--- config.mk ---
export PLATFORM = sky130hd
export DESIGN_NAME = flag_branch_unit
export DESIGN_NICKNAME = d
export VERILOG_FILES = /design/src/rtl/flag_branch_unit.sv
export SDC_FILE = /design/constraint.sdc
export NUM_CORES = 1
export LEC_CHECK = 0
export ABC_AREA = 1
export BUFFER_PORTS_ARGS = -buffer_cell sky130_fd_sc_hd__buf_4
export CORE_UTILIZATION = 51
export CTS_CLUSTER_DIAMETER = 100
export DETAILED_ROUTE_END_ITERATION = 12
export HOLD_SLACK_MARGIN = 0.06
export PLACE_DENSITY = 0.81
export SKIP_LAST_GASP = 1
export SYNTH_ARGS = -nofsm -noshare
export SYNTH_HDL_FRONTEND = slang
export SYNTH_SLANG_ARGS = --single-unit
--- constraint.sdc ---
create_clock -name clk -period 1.8 [get_ports clk]
set_input_delay 0.18 -clock clk [delete_from_list [all_inputs] [get_ports clk]]
set_output_delay 0.18 -clock clk [all_outputs]
set_load 0.1 [all_outputs]
--- src/rtl/flag_branch_unit.sv ---
// ============================================================================
// flag_branch_unit : Z/V/N flag register, conditional branch resolver with a
//                    one-entry valid/ready output register, overflow counter.
// Revision 1.0
// ============================================================================
`default_nettype none

module flag_branch_unit (
    input  logic        clk,
    input  logic        rst_n,
    input  logic [15:0] result,
    input  logic        posOvfl,
    input  logic        negOvfl,
    input  logic        wrAll,
    input  logic        wrZ,
    input  logic        brValid,
    output logic        brReady,
    input  logic [2:0]  ccc,
    input  logic [15:0] pcPlus2,
    input  logic [8:0]  offset,
    output logic        outValid,
    input  logic        outReady,
    output logic        taken,
    output logic [15:0] nextPc,
    output logic [2:0]  flags,
    output logic [15:0] ovflCount,
    input  logic        cntClr,
    input  logic        flush
);

    typedef enum logic [0:0] {
        EMPTY = 1'b0,
        FULL  = 1'b1
    } state_t;

    state_t      state_q, state_d;
    logic [2:0]  flags_q, flags_d;
    logic        taken_q, taken_d;
    logic [15:0] next_pc_q, next_pc_d;
    logic [15:0] ovfl_count_q, ovfl_count_d;

    logic        flag_z, flag_v, flag_n;
    logic        cond_met;
    logic        accept;
    logic        ovfl_event;
    logic [15:0] target;

    assign flag_z = flags_q[2];
    assign flag_v = flags_q[1];
    assign flag_n = flags_q[0];

    // Held low during reset even though the state register already reads EMPTY.
    assign brReady    = rst_n & ((state_q == EMPTY) | outReady);
    assign accept     = brValid & brReady & ~flush;
    assign ovfl_event = wrAll & (posOvfl | negOvfl);
    assign target     = pcPlus2 + {{6{offset[8]}}, offset, 1'b0};

    always_comb begin
        cond_met = 1'b0;
        case (ccc)
            3'b000:  cond_met = ~flag_z;
            3'b001:  cond_met = flag_z;
            3'b010:  cond_met = ~flag_z & ~flag_n;
            3'b011:  cond_met = flag_n;
            3'b100:  cond_met = flag_z | (~flag_z & ~flag_n);
            3'b101:  cond_met = flag_z | flag_n;
            3'b110:  cond_met = flag_v;
            default: cond_met = 1'b1;
        endcase
    end

    always_comb begin
        flags_d = flags_q;
        if (wrAll) begin
            flags_d = {(result == 16'h0000), (posOvfl | negOvfl), result[15]};
        end else if (wrZ) begin
            flags_d[2] = (result == 16'h0000);
        end
    end

    always_comb begin
        state_d   = state_q;
        taken_d   = taken_q;
        next_pc_d = next_pc_q;
        if (flush) begin
            state_d = EMPTY;
        end else if (accept) begin
            state_d   = FULL;
            taken_d   = cond_met;
            next_pc_d = cond_met ? target : pcPlus2;
        end else if (outReady) begin
            state_d = EMPTY;
        end
    end

    always_comb begin
        ovfl_count_d = ovfl_count_q;
        if (cntClr) begin
            ovfl_count_d = 16'h0000;
        end else if (ovfl_event && (ovfl_count_q != 16'hFFFF)) begin
            ovfl_count_d = ovfl_count_q + 16'h0001;
        end
    end

    always_ff @(posedge clk or negedge rst_n) begin
        if (!rst_n) begin
            state_q      <= EMPTY;
            flags_q      <= 3'b000;
            taken_q      <= 1'b0;
            next_pc_q    <= 16'h0000;
            ovfl_count_q <= 16'h0000;
        end else begin
            state_q      <= state_d;
            flags_q      <= flags_d;
            taken_q      <= taken_d;
            next_pc_q    <= next_pc_d;
            ovfl_count_q <= ovfl_count_d;
        end
    end

    assign outValid  = (state_q == FULL);
    assign taken     = taken_q;
    assign nextPc    = next_pc_q;
    assign flags     = flags_q;
    assign ovflCount = ovfl_count_q;

endmodule

`default_nettype wire

# Yosys cells after proc, flatten, opt, wreduce, memory -nomap -nowiden
# Index checks and enable logic that the tools add are counted.
[word_totals]
regBits = 37
inputBits = 54
output_inout_bits = 38
[op_classes]
addsub = 2
eq_ne = 7
n_mux = 9
n_bitwise = 13
n_reduce_logical = 7
[op_table]
columns = ["operator", "count"]
rows = [
  ["16-bit two-way mux", 3],
  ["16-bit by 1-bit adder with 16-bit output, second input constant", 1],
  ["16-bit adder", 1],
  ["16-bit zero test", 1],
  ["16-bit inequality test, second input constant", 1],
  ["3-bit == test, second input constant", 3],
  ["1-bit case mux with 7 select lines", 1],
  ["3-bit by 2-bit == test with 1-bit output, second input constant", 2],
  ["1-bit AND", 5],
  ["1-bit two-way mux", 5],
  ["1-bit inverter", 4],
  ["1-bit OR", 4],
  ["2-bit nonzero test", 2],
  ["3-bit by 1-bit == test with 1-bit output, second input constant", 1],
  ["3-bit zero test", 1],
  ["3-bit nonzero test", 1],
  ["2-bit AND reduction", 1],
  ["1-bit logical AND", 1],
]

# Depth between registers and ports, before layout
# Gate-level depths: netlist of the first run.
[logic_depth]
depth_word = 7
depth_mapped = 14
depth_no_buf = 14

# Worst setup path after synthesis of the first run
# Ideal clock, no wire load.
[synth_path]
kind = "register to register"
from = "register ovfl_count_q[1], in the netlist ovflCount[1]"
to = "register ovfl_count_q[1], in the netlist ovflCount[1]"
setup_time_ns = 0.121
arrival_time_ns = 1.997
required_ns = 1.679
setup_slack_ns = -0.318
stages_incl_launch_ff = 10
path_buffers = 1
synth_period_minus_slack_ns = 2.118
cell_sequence = "dfrtp_1 > ha_1 > nand3_1 > nor2_1 > nand3_2 > nand2_4 > buf_6 > inv_1 > o21ai_1 > nor2_1"
[synth_via]
elab_chain_cells = 3
elab_cells_between_ends = 6
cone_classes = "1 x add/sub; 1 x eq/ne; 2 x mux; 2 x reduce/logical"
[synth_rtl]
columns = ["item", "line_no", "rtl"]
rows = [
  ["from (decl)", "40", "logic [15:0] ovfl_count_q, ovfl_count_d;"],
  ["from (signal assigned)", "117", "ovfl_count_q <= ovfl_count_d;"],
  ["16-bit by 1-bit adder with 16-bit output / 16-bit inequality test (equally long branches)", "101, 100", ""],
  ["16-bit two-way mux / 1-bit logical AND (equally long branches)", "100", "end else if (ovfl_event && (ovfl_count_q != 16'hFFFF)) begin"],
  ["16-bit two-way mux / 2-bit nonzero test (equally long branches)", "-", ""],
]
# Parallel ways exist; a longest one is shown, timed or not. The select of a mux whose other input is x is not followed.
# A chain may end at the register's enable or synchronous reset.

# Worst setup path after layout of the first run
[layout_path]
from = "register ovfl_count_q[0], in the netlist ovflCount[0]"
to = "register ovfl_count_q[8], in the netlist ovflCount[8]"
# Same word-level chain as after synthesis.

==> results of run 1 <==
-- per-stage QoR --
step	total power, mW	hold slack (ns)
global placement	2.47	0.265
detailed placement	2.48	0.276
global route	3.38	0.0896
CTS	3.24	0.0900
finish	3.22	0.0917
floorplan	2.09	-0.116
-- cell families (layout without fill, tap and decap cells) --
logic type / count (synthesis) / count (layout) / synth area share, %
compound gates: 70 / 70 / 14.0
xor+xnor: 8 / 8 / 2.55
fa+ha+maj: 16 / 16 / 7.56
buf+inv: 54 / 150 / 8.28
flops: 37 / 37 / 33.7
simple gates: 217 / 217 / 34.0
-- what timing repair did --
item                      CTS  global route
resized for setup           0             0
hold endpoints to repair   37             0
hold buffers                1             0
-- registers in the layout, summed over array words and instances, names as in the netlist --
signal and cells:
flags 3, ovflCount 16, nextPc 16, taken 1
outValid 1
-- layout make-up --
cell class,instances,area [sq um]
clock buffer,7,86.3
clock inverter,1,30.0
fill,460,1490
inverter,46,176
multi-input combinational,311,1600
sequential,37,950
tap,70,87.6
timing repair buffer,96,723
-- worst max-delay path, delay by kind of cell (launching register included) --
family | cells | cell delay [ns]
adders and majority gates | 1 | 0.23
DFF | 1 | 0.43
and+or+nand+nor | 7 | 0.71
AOI/OAI and AO/OA | 1 | 0.15
-- path summary, 6_finish.rpt --
| path | cells past startpoint | slack (ns) | to | startpoint |
|---|---|---|---|---|
| worst max-delay path | 9 | 0.18 | ovflCount[8] | ovflCount[0] |
| worst min-delay path | 2 | 0.09 | ovflCount[14] | cntClr |
| worst max register to register | 9 | 0.18 | ovflCount[8] | ovflCount[0] |
| worst min register to register | 2 | 0.48 | nextPc[0] | nextPc[0] |
| max in group asynchronous | 3 | 0.95 | ovflCount[2] | rst_n |
| min in group asynchronous | 3 | 0.48 | nextPc[8] | rst_n |
-- cell usage after synthesis (2+ instances only) --
| library cell | n | area, sq um |
|---|---|---|
| nor4_1 | 3 | 18.8 |
| nor3_1 | 4 | 20.0 |
| nor2_2 | 2 | 12.5 |
| nand4_1 | 3 | 18.8 |
| nand3_1 | 32 | 160 |
| nor2_1 | 47 | 176 |
| o31ai_1 | 2 | 15.0 |
| xnor2_1 | 2 | 17.5 |
| a31oi_1 | 2 | 12.5 |
| o211ai_1 | 3 | 22.5 |
| a21oi_1 | 24 | 120 |
| nand2_2 | 2 | 12.5 |
| nand2_1 | 116 | 435 |
| buf_4 | 4 | 30.0 |
| dfrtp_1 | 37 | 926 |
| o21a_1 | 3 | 22.5 |
| o21ai_1 | 8 | 40.0 |
| inv_1 | 44 | 165 |
| ha_1 | 15 | 188 |
| o21ai_0 | 24 | 120 |
| nand3b_1 | 2 | 15.0 |
| xor2_1 | 6 | 52.6 |
| nand3_2 | 2 | 20.0 |
| buf_2 | 2 | 10.0 |
| o21bai_1 | 3 | 22.5 |
-- layer usage --
layer | part of all wire (%) | up-vias | GRT usage [%] | wire length, um
met3 | 5.5 | 6 | 4.10 | 390
met4 | 0.74 | 0 | 7.20 | 53
met2 | 49 | 84 | 44.9 | 3510
met5 | 0 | - | 0 | 0
met1 | 45 | 1383 | 35.0 | 3180
li1 | - | 1504 | - | -
-- layout by cell type (no fill, tap or decap), types with 8 or more instances in the layout --
| cell | n |
|---|---|
| nand2_1 | 116 |
| buf_4 | 95 |
| nor2_1 | 47 |
| inv_1 | 43 |
| nand3_1 | 32 |
| o21ai_0 | 24 |
| a21oi_1 | 24 |
| dfrtp_2 | 19 |
| dfrtp_1 | 18 |
| ha_1 | 15 |
| o21ai_1 | 8 |
-- power by group through the flow --
stage	clock network [mW]	logic, mW	registers (mW)
after global placement	0	1.47	0.998
final	0.758	1.48	0.986
after global routing	0.801	1.58	1.00
after CTS	0.767	1.48	0.986
after detailed placement	0	1.48	1.00
after floorplan	0	0.391	1.70
==> metrics, run 1 <==
largest net degree at the start of global routing=38; yosys warns=0; CP Cell Sequence=ha_1, nand3_1, nor2_1, nand3_2, nand2_4, nor2_1, nand2_1, o21ai_0, nor2_1; # Max-Cap Violations=0; fin crit period=1.62 ns; # Post-CTS Setup Buffers=0; sequential area share after synthesis=33.7%; GP Congestion=0.962; core area=5140 sq um; clock sinks=37; Final Hold Fails=0; Critical Path RT=1.98 ns; DP Area=3520 sq um; Final period util=90.0%; Post-Route WL=7130 um; grt total ovfl=0; crit path kind=reg -> reg; ANT cells=0; Vias/cell=5.24; Net Count, Synth=472; num rows=26; IO Pins=92; critical path launch point type=register; Clk pwr share=23.5%; port bufs=91; DRC=0; die span in x=75.4 um; top_reg_cell synth=dfrtp_1; Least-Margin Pin Slew=0.492 ns; ys async rst share=100%; H-tree depth=2; Pint=1.75 mW; Slew HR=67.0%; Net Sw Frac=45.7%; clock tree buffer depth=2; register share of total power=30.6%; Num CTS Buffers=5; crit path DAT=1.80 ns; Final Setup Violations=0; wire per inst=12.5 um; area growth from synthesis to layout=32.7%; Pwr Density=884 nW/um^2; Yosys cell types=35; Setup TNS=0 ns; fmax=617 MHz; cell area after synthesis=2750 sq um; fin util=71.0%; Total GRT Usage=26.4%; Post-Syn Instances=402; Initial DRC Count=170; placed cell count=559; initial antenna violation count=0; worst hold-check path type=in -> reg; Starting Density=53.5%; Comb pwr share=45.9%; CP max FO=15; Net Sw Power=1.47 mW; CTS tree=built; CP max stage delay=0.43 ns; share of cells above drive strength 1=26.7%; number of synthesized flops with an enable pin=0; clk_skew=0.0117 ns; length of the first detailed-routing pass in iterations=4; status=finished, final reports clean; cell repeated most along the worst path=nor2_1; maximum VDD drop=711 uV; RSZ-0062 raised after global routing=no; DP Wirelength=5620 um; Clk Latency, worst-skew pair=0.29 ns; Yosys reg bits=37; total number of vias=2977; Non-Filler Instances=568; CTS root buf=clkbuf_8; nets@finish=567; Mapped Avg Cell Area=6.84 sq um; die area=5690 sq um; DIE HEIGHT=75.4 um; Post-DRT Antenna Nets=0; Final Cell Area=3650 sq um; Max Slew Vio Count=0; global-route wire length before repair=11600 um; LEAKAGE=1.86 nW; crit end category=register; Slowest cell on crit path=dfrtp_2; clock slew at reported path FFs=0.08 ns; Post-Place Setup Slack=0.0729 ns; number of global-route vias before repair=2631; worst setup margin=0.180 ns
Note: power is estimated with default switching activity, not from simulation.
==> run 2: changes to the inputs <==
--- a/config.mk
+++ b/config.mk
@@ -7,11 +7,11 @@
 export LEC_CHECK = 0
 export ABC_AREA = 1
 export BUFFER_PORTS_ARGS = -buffer_cell sky130_fd_sc_hd__buf_4
-export CORE_UTILIZATION = 51
+export CORE_UTILIZATION = 48
 export CTS_CLUSTER_DIAMETER = 100
 export DETAILED_ROUTE_END_ITERATION = 12
 export HOLD_SLACK_MARGIN = 0.06
-export PLACE_DENSITY = 0.81
+export PLACE_DENSITY = 0.77
 export SKIP_LAST_GASP = 1
 export SYNTH_ARGS = -nofsm -noshare
 export SYNTH_HDL_FRONTEND = slang
==> run 2 against run 1 <==
Net effect:
- maximum frequency rose by 0.20%
- combinational power barely moved
- count of clock-buffer cells in the layout fell by 1
- critical path depth did not move
- flip-flop and latch count did not move
- critical endpoint is now ovflCount[5]
==> metrics, run 2 (synthesis gave the netlist of run 1 again) <==
# resized after CTS=0; Critical Path RT=1.98 ns; Final Setup Violations=0; clock slew at reported path FFs=0.08 ns; end of the worst register-to-register path=ovflCount[5]; port bufs=91; Initial DRC Count=138; RSZ-0062 raised after global routing=no; Num CTS Buffers=5; register share of total power=32.0%; Final Hold Fails=0; CTS tree=built; DRC=0; crit path DAT=1.79 ns; LEAKAGE=1.86 nW; Post-CTS Hold Fix Bufs=1; R2R Path Start=ovflCount[0]; Post-Place Setup Slack=0.0470 ns; clock sinks=37; worst reg2reg path depth=9; Pint=1.61 mW; hold worst-path end=ovflCount[14]; met2 GRT Util=40.1%; num rows=27; die area=6030 sq um; CP max FO=15; worst hold-check path type=in -> reg; clk_skew=0.0101 ns; nets@finish=568; crit end category=register; commonest non-fill, non-tap cell in the layout=nand2_1; Net Sw Frac=47.8%; Net Sw Power=1.47 mW; GRT met1 Usage=33.2%; clock tree buffer depth=2; status=finished, final reports clean; largest net degree at the start of global routing=38; Max Slew Vio Count=0; layer with the highest usage=met2; Least-Margin Pin Slew=0.503 ns; most frequent cells in the layout=116 x nand2_1, 96 x buf_4, 47 x nor2_1; Setup TNS=0 ns; DP Wirelength=5460 um; Post-Route WL=7030 um; IO Pins=92; worst setup margin=0.183 ns; Clk Latency, worst-skew pair=0.29 ns; GP Congestion=0.968; global-route wire length before repair=11900 um; hold_sp=cntClr; Post-DRT Antenna Nets=0; hold depth=2; # Post-CTS Setup Buffers=0; length of the first detailed-routing pass in iterations=4; fin crit period=1.62 ns; Final period util=89.8%; grt total ovfl=0; ANT cells=0; number of global-route vias before repair=2701; Starting Density=49.9%; wire per inst=12.3 um; fin util=66.1%; Comb pwr share=48.1%; Pwr Density=847 nW/um^2; Slew HR=66.3%; maximum VDD drop=680 uV; initial antenna violation count=0; Total GRT Usage=24.4%; CTS root buf=clkbuf_8; core area=5510 sq um; crit path kind=reg -> reg; share of cells above drive strength 1=27.1%; H-tree depth=2; critical path launch point type=register; Vias/cell=5.13; DIE HEIGHT=77.7 um; Clk pwr share=19.9%; die span in x=77.7 um; total number of vias=2928; area growth from synthesis to layout=32.4%; met3 usage=4.12%; flop2flop setup slack=0.18 ns; # Max-Cap Violations=0; fmax=619 MHz
[run 2: cell count changes in the layout (fill, tap and decap cells not counted), sizes merged]
cell,previous run,this run
clkinv,1,3
buf,95,96
bufinv,1,0
clkbuf,7,6
[run 2: layer usage]
layer	vias to the layer above	routed length [um]
met2	102	3190
met5	-	0
met1	1316	3280
met3	6	487
li1	1504	-
met4	0	72
[run 2: final cells by class]
type | instances | area, sq um
fillers | 538 | 1870
multi-input cells | 311 | 1600
flip-flops and latches | 37 | 950
repair buffers | 97 | 731
inverters | 46 | 176
well taps | 72 | 90.1
clock buffers | 6 | 82.6
clock inverters | 2 | 13.8
[run 2: worst max path at each step]
stage / from / end / slack [ns] / cells past startpoint
final: ovflCount[0] / ovflCount[5] / 0.18 / 9
after global routing: ovflCount[0] / ovflCount[5] / 0.002 / 9
after CTS: ovflCount[0] / ovflCount[5] / 0.19 / 9
after detailed placement: offset[0] / nextPc[15] / 0.05 / 14
after global placement: pcPlus2[1] / nextPc[15] / 0.1 / 14
after floorplan: ovflCount[1] / ovflCount[1] / 0.01 / 9
[run 2: worst max-delay path, cell delays in order (launching register included)]
cell and delay [ns]:
dfrtp_2 0.43, ha_1 0.23, nand3_1 0.08, nor2_1 0.07, nand3_2 0.09, nand2_4 0.12
nor2_1 0.23, inv_1 0.06, o21ai_0 0.15, a21oi_1 0.06
[run 2: per-stage QoR]
stage | instances | power, mW | hold slack (ns) | cell area [sq um]
global placement | 562 | 2.47 | 0.277 | 3530
floorplan | 402 | 2.09 | -0.116 | 2780
detailed placement | 562 | 2.48 | 0.276 | 3530
CTS | 571 | 3.11 | 0.0664 | 3640
finish | 571 | 3.08 | 0.0734 | 3640
global route | 571 | 3.24 | 0.0777 | 3640
[run 2: power by group through the flow]
stage,combinational [mW],sequential [mW],clock [mW]
floorplan,0.391,1.70,0
global placement,1.47,1.00,0
detailed placement,1.48,1.00,0
CTS,1.48,0.987,0.635
global route,1.58,0.999,0.667
finish,1.48,0.987,0.614
